## src/rtl/flash_mp_region_cfg_wr.sv

```systemverilog
// Sequential writer for the flash memory-protection data-region table.
// It validates each request, waits out flash activity, then commits atomically with an optional sticky lock.
package flash_mp_region_cfg_wr_pkg;
  localparam int unsigned PkgAllPagesW = 9;
  localparam int unsigned PkgPermW     = 6;

  typedef enum logic [1:0] {
    PhaseSeed    = 2'd0,
    PhaseRma     = 2'd1,
    PhaseNone    = 2'd2,
    PhaseInvalid = 2'd3
  } flash_lcmgr_phase_e;

  // perm is ordered {he, ecc, scramble, erase, prog, rd}
  typedef struct packed {
    logic                      en;
    logic [PkgPermW-1:0]       perm;
    flash_lcmgr_phase_e        phase;
    logic [PkgAllPagesW-1:0]   base;
    logic [PkgAllPagesW:0]     size;
  } data_region_attr_t;
endpackage

module flash_mp_region_cfg_wr
  import flash_mp_region_cfg_wr_pkg::*;
#(
  parameter int unsigned Regions   = 4,
  // AllPagesW and PermW must match the widths used by data_region_attr_t
  parameter int unsigned AllPagesW = PkgAllPagesW,
  parameter int unsigned PermW     = PkgPermW,
  localparam int unsigned IdxW     = (Regions > 1) ? $clog2(Regions) : 1
) (
  input  logic                  clk_i,
  input  logic                  rst_i,
  input  logic                  wr_req_i,
  input  logic [IdxW-1:0]       wr_idx_i,
  input  logic [AllPagesW-1:0]  wr_base_i,
  input  logic [AllPagesW:0]    wr_size_i,
  input  logic                  wr_en_i,
  input  logic [PermW-1:0]      wr_perm_i,
  input  flash_lcmgr_phase_e    wr_phase_i,
  input  logic                  wr_lock_i,
  input  logic                  flash_busy_i,
  output logic                  wr_ack_o,
  output logic                  wr_err_o,
  output logic [1:0]            wr_err_code_o,
  output logic                  busy_o,
  output logic [Regions-1:0]    locked_o,
  output data_region_attr_t     region_attrs_o [Regions]
);

  localparam int unsigned EndW = AllPagesW + 2;
  localparam logic [IdxW:0] RegionsW = (IdxW + 1)'(Regions);

  typedef enum logic [2:0] {IDLE, CHECK, WAIT, COMMIT, ACK} state_e;

  state_e            state_reg, state_next;
  logic [IdxW-1:0]   hold_idx_reg;
  data_region_attr_t hold_attr_reg;
  logic              hold_lock_reg;
  data_region_attr_t attr_reg [Regions];
  logic [Regions-1:0] locked_reg;
  logic [Regions-1:0] wr_sel;
  logic              ack_reg, ack_next;
  logic              err_reg, err_next;
  logic [1:0]        code_reg, code_next;
  logic              busy_reg, busy_next;

  logic              lock_hit;
  logic [EndW-1:0]   chk_end;
  logic              chk_err;
  logic [1:0]        chk_code;

  // Validation of the latched request, in strict priority order
  always_comb begin
    lock_hit = 1'b0;
    for (int i = 0; i < Regions; i++) begin
      if (hold_idx_reg == IdxW'(i)) lock_hit = lock_hit | locked_reg[i];
    end
    chk_end  = EndW'(hold_attr_reg.base) + EndW'(hold_attr_reg.size);
    chk_err  = 1'b1;
    chk_code = 2'd0;
    if ({1'b0, hold_idx_reg} >= RegionsW)              chk_code = 2'd0;
    else if (lock_hit)                                 chk_code = 2'd1;
    else if (chk_end > (EndW'(1) << AllPagesW))        chk_code = 2'd2;
    else if (hold_attr_reg.en && hold_attr_reg.size == '0) chk_code = 2'd3;
    else                                               chk_err  = 1'b0;
  end

  always_comb begin
    state_next = state_reg;
    unique case (state_reg)
      IDLE:    if (wr_req_i) state_next = CHECK;
      CHECK:   if (chk_err) state_next = ACK;
               else if (flash_busy_i) state_next = WAIT;
               else state_next = COMMIT;
      WAIT:    if (!flash_busy_i) state_next = COMMIT;
      COMMIT:  state_next = ACK;
      ACK:     state_next = IDLE;
      default: state_next = IDLE;
    endcase
  end

  // Registered outputs are computed from the state being entered
  always_comb begin
    ack_next  = (state_next == ACK);
    err_next  = (state_next == ACK) && (state_reg == CHECK);
    code_next = code_reg;
    if (state_next == ACK && state_reg == CHECK) code_next = chk_code;
    busy_next = (state_next != IDLE);
  end

  genvar gi;
  generate
    for (gi = 0; gi < Regions; gi++) begin : g_sel
      assign wr_sel[gi] = (state_reg == COMMIT) && (hold_idx_reg == IdxW'(gi));
    end
  endgenerate

  always_ff @(posedge clk_i) begin
    if (rst_i) begin
      state_reg     <= IDLE;
      hold_idx_reg  <= '0;
      hold_attr_reg <= '0;
      hold_lock_reg <= 1'b0;
      locked_reg    <= '0;
      ack_reg       <= 1'b0;
      err_reg       <= 1'b0;
      code_reg      <= 2'd0;
      busy_reg      <= 1'b0;
      for (int i = 0; i < Regions; i++) attr_reg[i] <= '0;
    end else begin
      state_reg <= state_next;
      ack_reg   <= ack_next;
      err_reg   <= err_next;
      code_reg  <= code_next;
      busy_reg  <= busy_next;
      if (state_reg == IDLE && wr_req_i) begin
        hold_idx_reg  <= wr_idx_i;
        hold_lock_reg <= wr_lock_i;
        hold_attr_reg <= '{en: wr_en_i, perm: wr_perm_i, phase: wr_phase_i,
                           base: wr_base_i, size: wr_size_i};
      end
      for (int i = 0; i < Regions; i++) begin
        if (wr_sel[i]) begin
          attr_reg[i] <= hold_attr_reg;
          if (hold_lock_reg) locked_reg[i] <= 1'b1;
        end
      end
    end
  end

  assign wr_ack_o       = ack_reg;
  assign wr_err_o       = err_reg;
  assign wr_err_code_o  = code_reg;
  assign busy_o         = busy_reg;
  assign locked_o       = locked_reg;
  assign region_attrs_o = attr_reg;

endmodule

```

## config.mk

```make
export PLATFORM = sky130hd
export DESIGN_NAME = flash_mp_region_cfg_wr
export DESIGN_NICKNAME = d
export VERILOG_FILES = /design/src/rtl/flash_mp_region_cfg_wr.sv
export SDC_FILE = /design/constraint.sdc
export NUM_CORES = 1
export LEC_CHECK = 0
export BUFFER_PORTS_ARGS = -buffer_cell sky130_fd_sc_hd__clkbuf_2
export CORE_MARGIN = 3
export CORE_UTILIZATION = 52
export CTS_CLUSTER_DIAMETER = 150
export CTS_CLUSTER_SIZE = 20
export DETAILED_ROUTE_END_ITERATION = 10
export HOLD_SLACK_MARGIN = 0.15
export PLACE_DENSITY = 0.79
export SLEW_MARGIN = 20
export SYNTH_ARGS = -nofsm -noshare
export SYNTH_HDL_FRONTEND = slang
export SYNTH_SLANG_ARGS = --single-unit
```

## constraint.sdc

```tcl
create_clock -name clk_i -period 3.7 [get_ports clk_i]
set_clock_uncertainty 0.15 [all_clocks]
set_input_delay 0.185 -clock clk_i [delete_from_list [all_inputs] [get_ports clk_i]]
set_output_delay 0.185 -clock clk_i [all_outputs]
set_load 0.005 [all_outputs]
```

==> results of run 1 <==
-- synth_stat cells (2+ instances only) --
| library cell | n |
|---|---|
| nand2_1 | 289 |
| dfxtp_1 | 155 |
| a21oi_1 | 152 |
| clkbuf_1 | 45 |
| nor2_1 | 11 |
| ha_1 | 9 |
| inv_1 | 5 |
| nor3_1 | 5 |
| a21o_1 | 4 |
| buf_1 | 4 |
| nand3b_1 | 4 |
| xnor2_1 | 4 |
| and2_1 | 3 |
| nand3_1 | 3 |
| nor4_1 | 3 |
| o31a_1 | 3 |
| nor2b_1 | 2 |
| nor4b_1 | 2 |
| o211a_1 | 2 |
| o21a_1 | 2 |
| o21ai_0 | 2 |
| or2_2 | 2 |
-- power breakdown --
group | internal [mW] | total, mW | leakage (nW) | switching (mW)
Combinational | 0.227 | 0.527 | 1.69 | 0.300
Sequential | 1.73 | 1.85 | 1.25 | 0.120
Clock | 0.883 | 1.64 | 0.261 | 0.761
Total | 2.84 | 4.03 | 3.20 | 1.18
-- layout make-up --
type                       count  area [um2]
fill                         845        3110
sequential                   155        3110
multi-input combinational    528        2620
timing repair buffer         215        1350
clock buffer                  17         425
tap                          140         175
clock inverter                14         133
inverter                       5        18.8
-- worst reg2reg max path: cells and delay by family (launching register included) --
kind            cells  cell delay [ns]
fa+ha+maj           2             0.52
flops               1             0.38
xor+xnor            1             0.17
buf+inv             2             0.66
simple gates        1             0.18
compound gates      6             1.41
-- path summary, 6_finish.rpt --
| kind | startpoint | to | slack [ns] |
|---|---|---|---|
| max | hold_attr_reg[10] | state_reg[0] | 0.17 |
| min | region_attrs_o[85] | region_attrs_o[85] | 0.30 |
| max reg2reg | hold_attr_reg[10] | state_reg[0] | 0.17 |
| min reg2reg | region_attrs_o[85] | region_attrs_o[85] | 0.30 |
-- placed cells by master, fill, tap and decap left out, drive strengths merged, types with 4 or more instances in the layout --
master / instances
a21o: 4
a21oi: 152
buf: 14
clkbuf: 171
clkinvlp: 4
dfxtp: 155
dlygate4sd3: 47
ha: 9
inv: 12
nand2: 289
nand3b: 4
nor2: 12
nor3: 5
xnor2: 4
-- routing by layer --
metal | up-vias | global-route usage | routed length [um]
li1 | 2810 | - | -
met1 | 2649 | 0.361 | 7620
met2 | 274 | 0.465 | 8410
met3 | 37 | 0.0647 | 1510
met4 | 0 | 0.111 | 427
met5 | - | 0 | 0
-- through the flow --
| step | total power [mW] | setup slack (ns) | cells | utilization | setup TNS [ns] |
|---|---|---|---|---|---|
| global placement | 2.31 | 0.656 | 994 | 0.616 | 0 |
| global route | 4.17 | -0.0161 | 1074 | 0.715 | -0.0161 |
| floorplan | 2.17 | 0.822 | 738 | - | 0 |
| detailed placement | 2.32 | 0.572 | 994 | 0.616 | 0 |
| finish | 4.03 | 0.173 | 1074 | 0.715 | 0 |
| CTS | 3.99 | 0.0532 | 1072 | 0.710 | 0 |
-- timing repair --
action | in CTS | in global routing
gates resized for setup | 0 | 9
hold buffers | 47 | 0
buffers inserted | 0 | 2
setup endpoints to repair | 0 | 1
endpoints found under the hold margin | 70 | 0
-- cell families (layout without fill, tap and decap cells) --
family / Yosys count / in the layout / synth area share
AOI/OAI and AO/OA: 180 / 180 / 0.175
xor gates and xnor gates: 5 / 5 / 0.00744
adders and majority gates: 10 / 10 / 0.0225
buffers and inverters: 55 / 251 / 0.0357
DFF: 155 / 155 / 0.527
muxes: 2 / 2 / 0.00553
and+or+nand+nor: 331 / 331 / 0.226
==> impl_metrics.toml, run 1 <==
[global_routing]
first_global_vias = 5696
grt_max_degree = 57
grt_pass1_wl_um = 28600
antenna_found_initial = 0
overflow = 0
track_usage = 0.283

[critical_path]
startpoint_type = "flop"
cp_top_family = "compound AO/OA/AOI/OAI gates"
cp.depth = 12
cp.required_ns = 3.91
endpoint_kind = "flop"
ff2ff_path_depth = 12
slowest_delay_ns = 0.60
path_max_fanout = 6
worstSetupPathType = "flop to flop"
cp_cell_sequence = "ha_1 -> inv_1 -> fa_2 -> nor2b_2 -> o2111ai_1 -> a31oi_2 -> xnor2_1 -> o2111ai_2 -> a221oi_4 -> o21bai_4 -> o31ai_4 -> dlygate4sd3_1"
path_buf_inv = 2
cp_slowest_cell = "dlygate4sd3_1"
cp.arrival_ns = 3.73

[sta]
final.min_clock_period_ns = 3.53
hold_slack_ns = 0.305
finalCritPeriodShare = 0.953
worst_pin_slew_ns = 1.09
fmax_ghz = 0.284
drv_slew = 0
slew_headroom = 0.273
finalSetupViolations = 0
finalHoldViolCount = 0

[synthesis]
yosys_warnings = 0
ys_seq_area_frac = 0.527
synthTopCellsByArea = "dfxtp_1 (53%), nand2_1 (18%), a21oi_1 (13%)"
ys.flop_type = "dfxtp_1"
avgSynthCellArea_um2 = 7.97
async_reset_ff_frac = 0
synth_area_um2 = 5880
synth-seq-cells = 155
yosys.area.top_type = "dfxtp_1"
synthCells = 738
synthDistinctLibCells = 49
synth_top_area_frac = 0.527
synth_edf_count = 0
syn_nets = 783

[routing]
vias = 5770
drc_errors = 0
via_per_inst = 5.37
firstDrtPassIters = 5
wirelength_um = 18000
drt_iter0_drc = 527
wire_per_inst_um = 16.7
ant_nets = 0

[clock_network]
clkTransAtPathRegs_ns = 0.06
cts_tree = "yes"
clock_latency_ns = 0.42
clock-root-buffer = "clkbuf_16"
cts-htree-levels = 4
numClockSinks = 155
cts_buffers = 17
cts.path.max_buffers = 2

[die]
die-width_um = 112
initial_core_util = 0.538
rows = 38
die_area_um2 = 12600
die_y_um = 112
ios = 156
core_region_area_um2 = 10900

[layout]
layout-drive-gt1-share = 0.237
design_area_um2 = 7820
n_antenna_cell = 0
largest_reg_flops = 112
synthToLayoutAreaGrowth_pct = 32.9
fin_nets = 967

[status]
outcome = "completed"

[pwr]
peakVddDrop_mv = 0.285
p_leak_nw = 3.20
power.density_nw_per_um2 = 515

[placed_design]
placed_cell_area_um2 = 6740
port_buffers = 155
place_congestion = 0.889
hpwl_um = 11600

[run]
max_cap_violations = 0

[worst_hold_path]
min_path_type = "flop to flop"
worstHoldPathCells = 2
Note: power is estimated with default switching activity, not from simulation.
==> run 2, diff against run 1 <==
--- a/config.mk
+++ b/config.mk
@@ -7,11 +7,13 @@
 export LEC_CHECK = 0
 export BUFFER_PORTS_ARGS = -buffer_cell sky130_fd_sc_hd__clkbuf_2
-export CORE_MARGIN = 3
-export CORE_UTILIZATION = 52
+export CELL_PAD_IN_SITES_DETAIL_PLACEMENT = 0
+export CELL_PAD_IN_SITES_GLOBAL_PLACEMENT = 1
+export CORE_MARGIN = 2
+export CORE_UTILIZATION = 38
 export CTS_CLUSTER_DIAMETER = 150
 export CTS_CLUSTER_SIZE = 20
 export DETAILED_ROUTE_END_ITERATION = 10
 export HOLD_SLACK_MARGIN = 0.15
-export PLACE_DENSITY = 0.79
+export PLACE_DENSITY_LB_ADDON = 0.1
 export SLEW_MARGIN = 20
 export SYNTH_ARGS = -nofsm -noshare
--- a/constraint.sdc
+++ b/constraint.sdc
@@ -3,3 +3,3 @@
 set_input_delay 0.185 -clock clk_i [delete_from_list [all_inputs] [get_ports clk_i]]
 set_output_delay 0.185 -clock clk_i [all_outputs]
-set_load 0.005 [all_outputs]
+set_load 0.05 [all_outputs]
==> impl_metrics.toml, run 2 (same netlist as run 1, synthesis figures left out) <==
[status]
outcome = "completed"

[worst_hold_path]
min_path_type = "input pin to flop"

[run]
max_cap_violations = 0

[layout]
finalNonFillerCells = 1111
synthToLayoutAreaGrowth_pct = 32.5
layout_commonest_cell = "nand2_1"
layout-drive-gt1-share = 0.239
largest_reg_flops = 112
final_cell_mix = "nand2_1 (288), clkbuf_2 (154), dfxtp_1 (153), a21oi_1 (152), dlygate4sd3_1 (34)"
fin_nets = 955
final_util = 0.515
n_antenna_cell = 0

[placed_design]
dp.cells = 1044
port_buffers = 155
place_congestion = 0.919
hpwl_um = 12700

[critical_path]
cp_cell_sequence = "ha_1 -> inv_1 -> fa_1 -> nor2b_2 -> o2111ai_1 -> a31oi_2 -> xnor2_1 -> o2111ai_2 -> a221oi_4 -> o21bai_2 -> o31ai_2 -> dlygate4sd3_1"
slowest_delay_ns = 0.58
startpoint_type = "flop"
cp.arrival_ns = 3.71
cp_slowest_cell = "dlygate4sd3_1"
cp.required_ns = 3.91
endpoint_kind = "flop"
path_max_fanout = 6
worstSetupPathType = "flop to flop"

[global_routing]
antenna_found_initial = 0
overflow = 0
grt_pass1_wl_um = 29100
first_global_vias = 5375
track_usage = 0.232
grt_max_degree = 70

[sta]
final.min_clock_period_ns = 3.49
finalSetupViolations = 0
slew_headroom = 0.286
fin_tns_setup_ns = 0
finalHoldViolCount = 0
fmax_ghz = 0.286
drv_slew = 0
worst_pin_slew_ns = 1.07
finalCritPeriodShare = 0.944

[pwr]
power_frac_clock = 0.435
power.density_nw_per_um2 = 539
p_comb_frac = 0.123
total_power_mw = 4.20
p_sw_mw = 1.18
sw_frac_of_total = 0.280
peakVddDrop_mv = 0.301
p_int_mw = 3.02
p_seq_frac = 0.442
p_leak_nw = 3.16

[routing]
wire_per_inst_um = 16.7
firstDrtPassIters = 4
ant_nets = 0
drc_errors = 0
drt_iter0_drc = 283
wirelength_um = 18600
via_per_inst = 5.02
vias = 5574

[clock_network]
cts-htree-levels = 4
cts.path.max_buffers = 2
cts_tree = "yes"
clock-root-buffer = "clkbuf_16"
cts_buffers = 17
numClockSinks = 155
clkTransAtPathRegs_ns = 0.06
clock_latency_ns = 0.43

[die]
initial_core_util = 0.389
ios = 156
core_region_area_um2 = 15100
rows = 45
die_y_um = 128
die_area_um2 = 16500
die-width_um = 128
run 2: changes by cell type in the layout (fill, tap and decap cells not counted), sizes merged:
cell,change
clkbuf,+1
buf,+1
clkinvlp,-2
inv,-1
dlygate4sd3,-13
bufinv,+3
run 2: area by class of cell:
type                            count  area, um2
Multi-Input combinational cell    528       2590
Clock inverter                     14        183
Timing Repair Buffer              203       1220
Inverter                            5       18.8
Tap cell                          188        235
Fill cell                        1473       7350
Clock buffer                       18        439
Sequential cell                   155       3110
run 2: power groups by stage:
stage	logic, mW	registers (mW)	clock network, mW
floorplan	0.340	1.86	0
global placement	0.472	1.89	0
detailed placement	0.483	1.89	0
CTS	0.517	1.86	1.86
global route	0.570	1.87	1.94
finish	0.516	1.86	1.83
run 2: routing by layer:
metal / wire length, um / up-vias / GRT usage
li1: - / 2788 / -
met1: 8250 / 2603 / 0.295
met2: 8870 / 163 / 0.380
met3: 1180 / 20 / 0.0628
met4: 271 / 0 / 0.0789
met5: 0 / - / 0
run 2: stage by stage:
step / cell area, um2 / setup WS, ns / hold WS (ns)
global route: 7800 / -0.0290 / 0.206
finish: 7800 / 0.206 / 0.165
detailed placement: 6820 / 0.547 / 0.268
CTS: 7780 / 0.0384 / 0.163
global placement: 6820 / 0.667 / 0.264
floorplan: 5880 / 0.822 / 0.134
run 2: worst max-delay path, delay by kind of cell (launching register included):
kind | cells | cell delay [ns]
adders and majority gates | 2 | 0.60
and+or+nand+nor | 1 | 0.19
AOI/OAI and AO/OA | 6 | 1.31
buffers and inverters | 2 | 0.64
xor gates and xnor gates | 1 | 0.16
DFF | 1 | 0.38
run 2: path summary, 6_finish.rpt:
| path | cells past startpoint | from | to | slack [ns] |
|---|---|---|---|---|
| max | 12 | hold_attr_reg[10] | state_reg[0] | 0.21 |
| min | 2 | rst_i | region_attrs_o[1] | 0.16 |
| max reg2reg | 12 | hold_attr_reg[10] | state_reg[0] | 0.21 |
| min reg2reg | 2 | region_attrs_o[0] | region_attrs_o[0] | 0.30 |
run 2: what timing repair did:
action | in CTS | in global routing
endpoints found under the setup margin | 0 | 1
resized for setup | 0 | 4
hold buffers | 34 | 0
hold endpoints to repair | 33 | 0
setup buffers | 0 | 1
==> run 3, diff against run 2 <==
CORE_UTILIZATION = 30   (was 38)
==> impl_metrics.toml, run 3 (same netlist as run 1, synthesis figures left out) <==
[clock_network]
ctsResizeCount = 0
clock-root-buffer = "clkbuf_16"
cts_tree = "yes"
cts.path.max_buffers = 2
numClockSinks = 155
clock_latency_ns = 0.42
cts_buffers = 17
clkTransAtPathRegs_ns = 0.06
cts-htree-levels = 4

[layout]
final_cell_mix = "nand2_1 (288), dfxtp_1 (155), clkbuf_2 (154), a21oi_1 (152), dlygate4sd3_1 (48)"
synthToLayoutAreaGrowth_pct = 36.2
fin_nets = 968
layout_commonest_cell = "nand2_1"
finalNonFillerCells = 1201
n_antenna_cell = 0
largest_reg_flops = 112
layout-drive-gt1-share = 0.228
final_util = 0.414

[sta]
finalCritPeriodShare = 0.858
worst_pin_slew_ns = 0.793
finalSetupViolations = 0
finalHoldViolCount = 0
rsz0062_at_grt = "false"
slew_headroom = 0.472
fin_tns_setup_ns = 0
final.min_clock_period_ns = 3.18
fmax_ghz = 0.315
setup_slack_ns = 0.524
drv_slew = 0

[routing]
wire_per_inst_um = 16.5
drt_iter0_drc = 249
drc_errors = 0
firstDrtPassIters = 4
via_per_inst = 4.70
ant_nets = 0
vias = 5648
wirelength_um = 19800

[die]
core_region_area_um2 = 19300
rows = 51
die_area_um2 = 20800
die-width_um = 144
ios = 156
die_y_um = 144
initial_core_util = 0.304

[placed_design]
dp.cells = 1121
place_congestion = 0.804
hpwl_um = 13600
pre_cts_ws_ns = 0.517
port_buffers = 155

[run]
max_cap_violations = 0

[critical_path]
slowest_delay_ns = 0.52
cp.depth = 10
r2r-start = "hold_attr_reg[1]"
cp_top_family = "compound AO/OA/AOI/OAI gates"
path_buf_inv = 1
endpoint_kind = "flop"
cp.arrival_ns = 3.34
ff2ff_path_depth = 10
cp.required_ns = 3.86
startpoint_type = "flop"
path_max_fanout = 8
worstSetupPathType = "flop to flop"
cp_slowest_cell = "dfxtp_1"
cp_cell_sequence = "inv_1 -> fa_1 -> nor2b_1 -> o2111ai_1 -> a31oi_1 -> xnor2_1 -> o2111ai_2 -> a21oi_1 -> o21bai_2 -> o211a_1"
crit_start = "hold_attr_reg[1]"

[global_routing]
antenna_found_initial = 0
grt_max_degree = 54
track_usage = 0.195
overflow = 0
grt_pass1_wl_um = 30300
first_global_vias = 5516

[pwr]
power.density_nw_per_um2 = 530
total_power_mw = 4.24
p_leak_nw = 3.24
peakVddDrop_mv = 0.307

[worst_hold_path]
worstHoldPathCells = 2
min_path_type = "flop to flop"
min-delay-start = "region_attrs_o[71]"

[status]
outcome = "completed"
## run 3: cell types whose count changed in the layout (fill, tap and decap cells not counted), moves of 2 or more
cell           previous run  this run
dfxtp_1                 153       155
clkinv_2                  1         3
clkbuf_1                  0         3
dfxtp_2                   2         0
dlygate4sd3_1            34        48
inv_6                     5         1
## run 3: layout make-up
class / count / area (um2)
flip-flops and latches: 155 / 3100
well taps: 265 / 332
clock inverters: 11 / 168
fillers: 2012 / 11300
repair buffers: 216 / 1360
inverters: 5 / 18.8
clock buffers: 21 / 450
multi-input cells: 528 / 2580
## run 3: timing repair
item | in CTS | in global routing
setup buffers | 0 | 0
hold buffers | 48 | 0
endpoints found under the setup margin | 0 | 0
endpoints found under the hold margin | 62 | 0
## run 3: worst paths after layout
path                             end  slack (ns)
hold reg to reg   region_attrs_o[71]        0.30
setup reg to reg        state_reg[2]        0.52
setup / recovery        state_reg[2]        0.52
hold / removal    region_attrs_o[71]        0.30
## run 3: through the flow
stage | hold slack, ns | cell area (um2)
after global routing | 0.322 | 8010
final | 0.304 | 8010
after floorplan | 0.134 | 5880
after CTS | 0.306 | 8010
after detailed placement | 0.263 | 6910
after global placement | 0.253 | 6910
## run 3: worst reg2reg max path, cell delays in order (launching register included)
cell	delay, ns
dfxtp_1	0.52
inv_1	0.11
fa_1	0.46
nor2b_1	0.25
o2111ai_1	0.17
a31oi_1	0.34
xnor2_1	0.19
o2111ai_2	0.19
a21oi_1	0.29
o21bai_2	0.17
o211a_1	0.23
## run 3: power by group
part           leakage, nW  internal [mW]  switching (mW)
logic                 1.69          0.216           0.322
registers             1.25           1.73           0.123
clock network        0.297           1.15           0.701
## run 3: per-layer routing
metal | vias to the layer above | track usage | wire length, um
met1 | 2641 | 0.250 | 9220
met4 | 0 | 0.0717 | 442
li1 | 2812 | - | -
met3 | 28 | 0.0533 | 961
met2 | 167 | 0.315 | 9190
met5 | - | 0 | 0
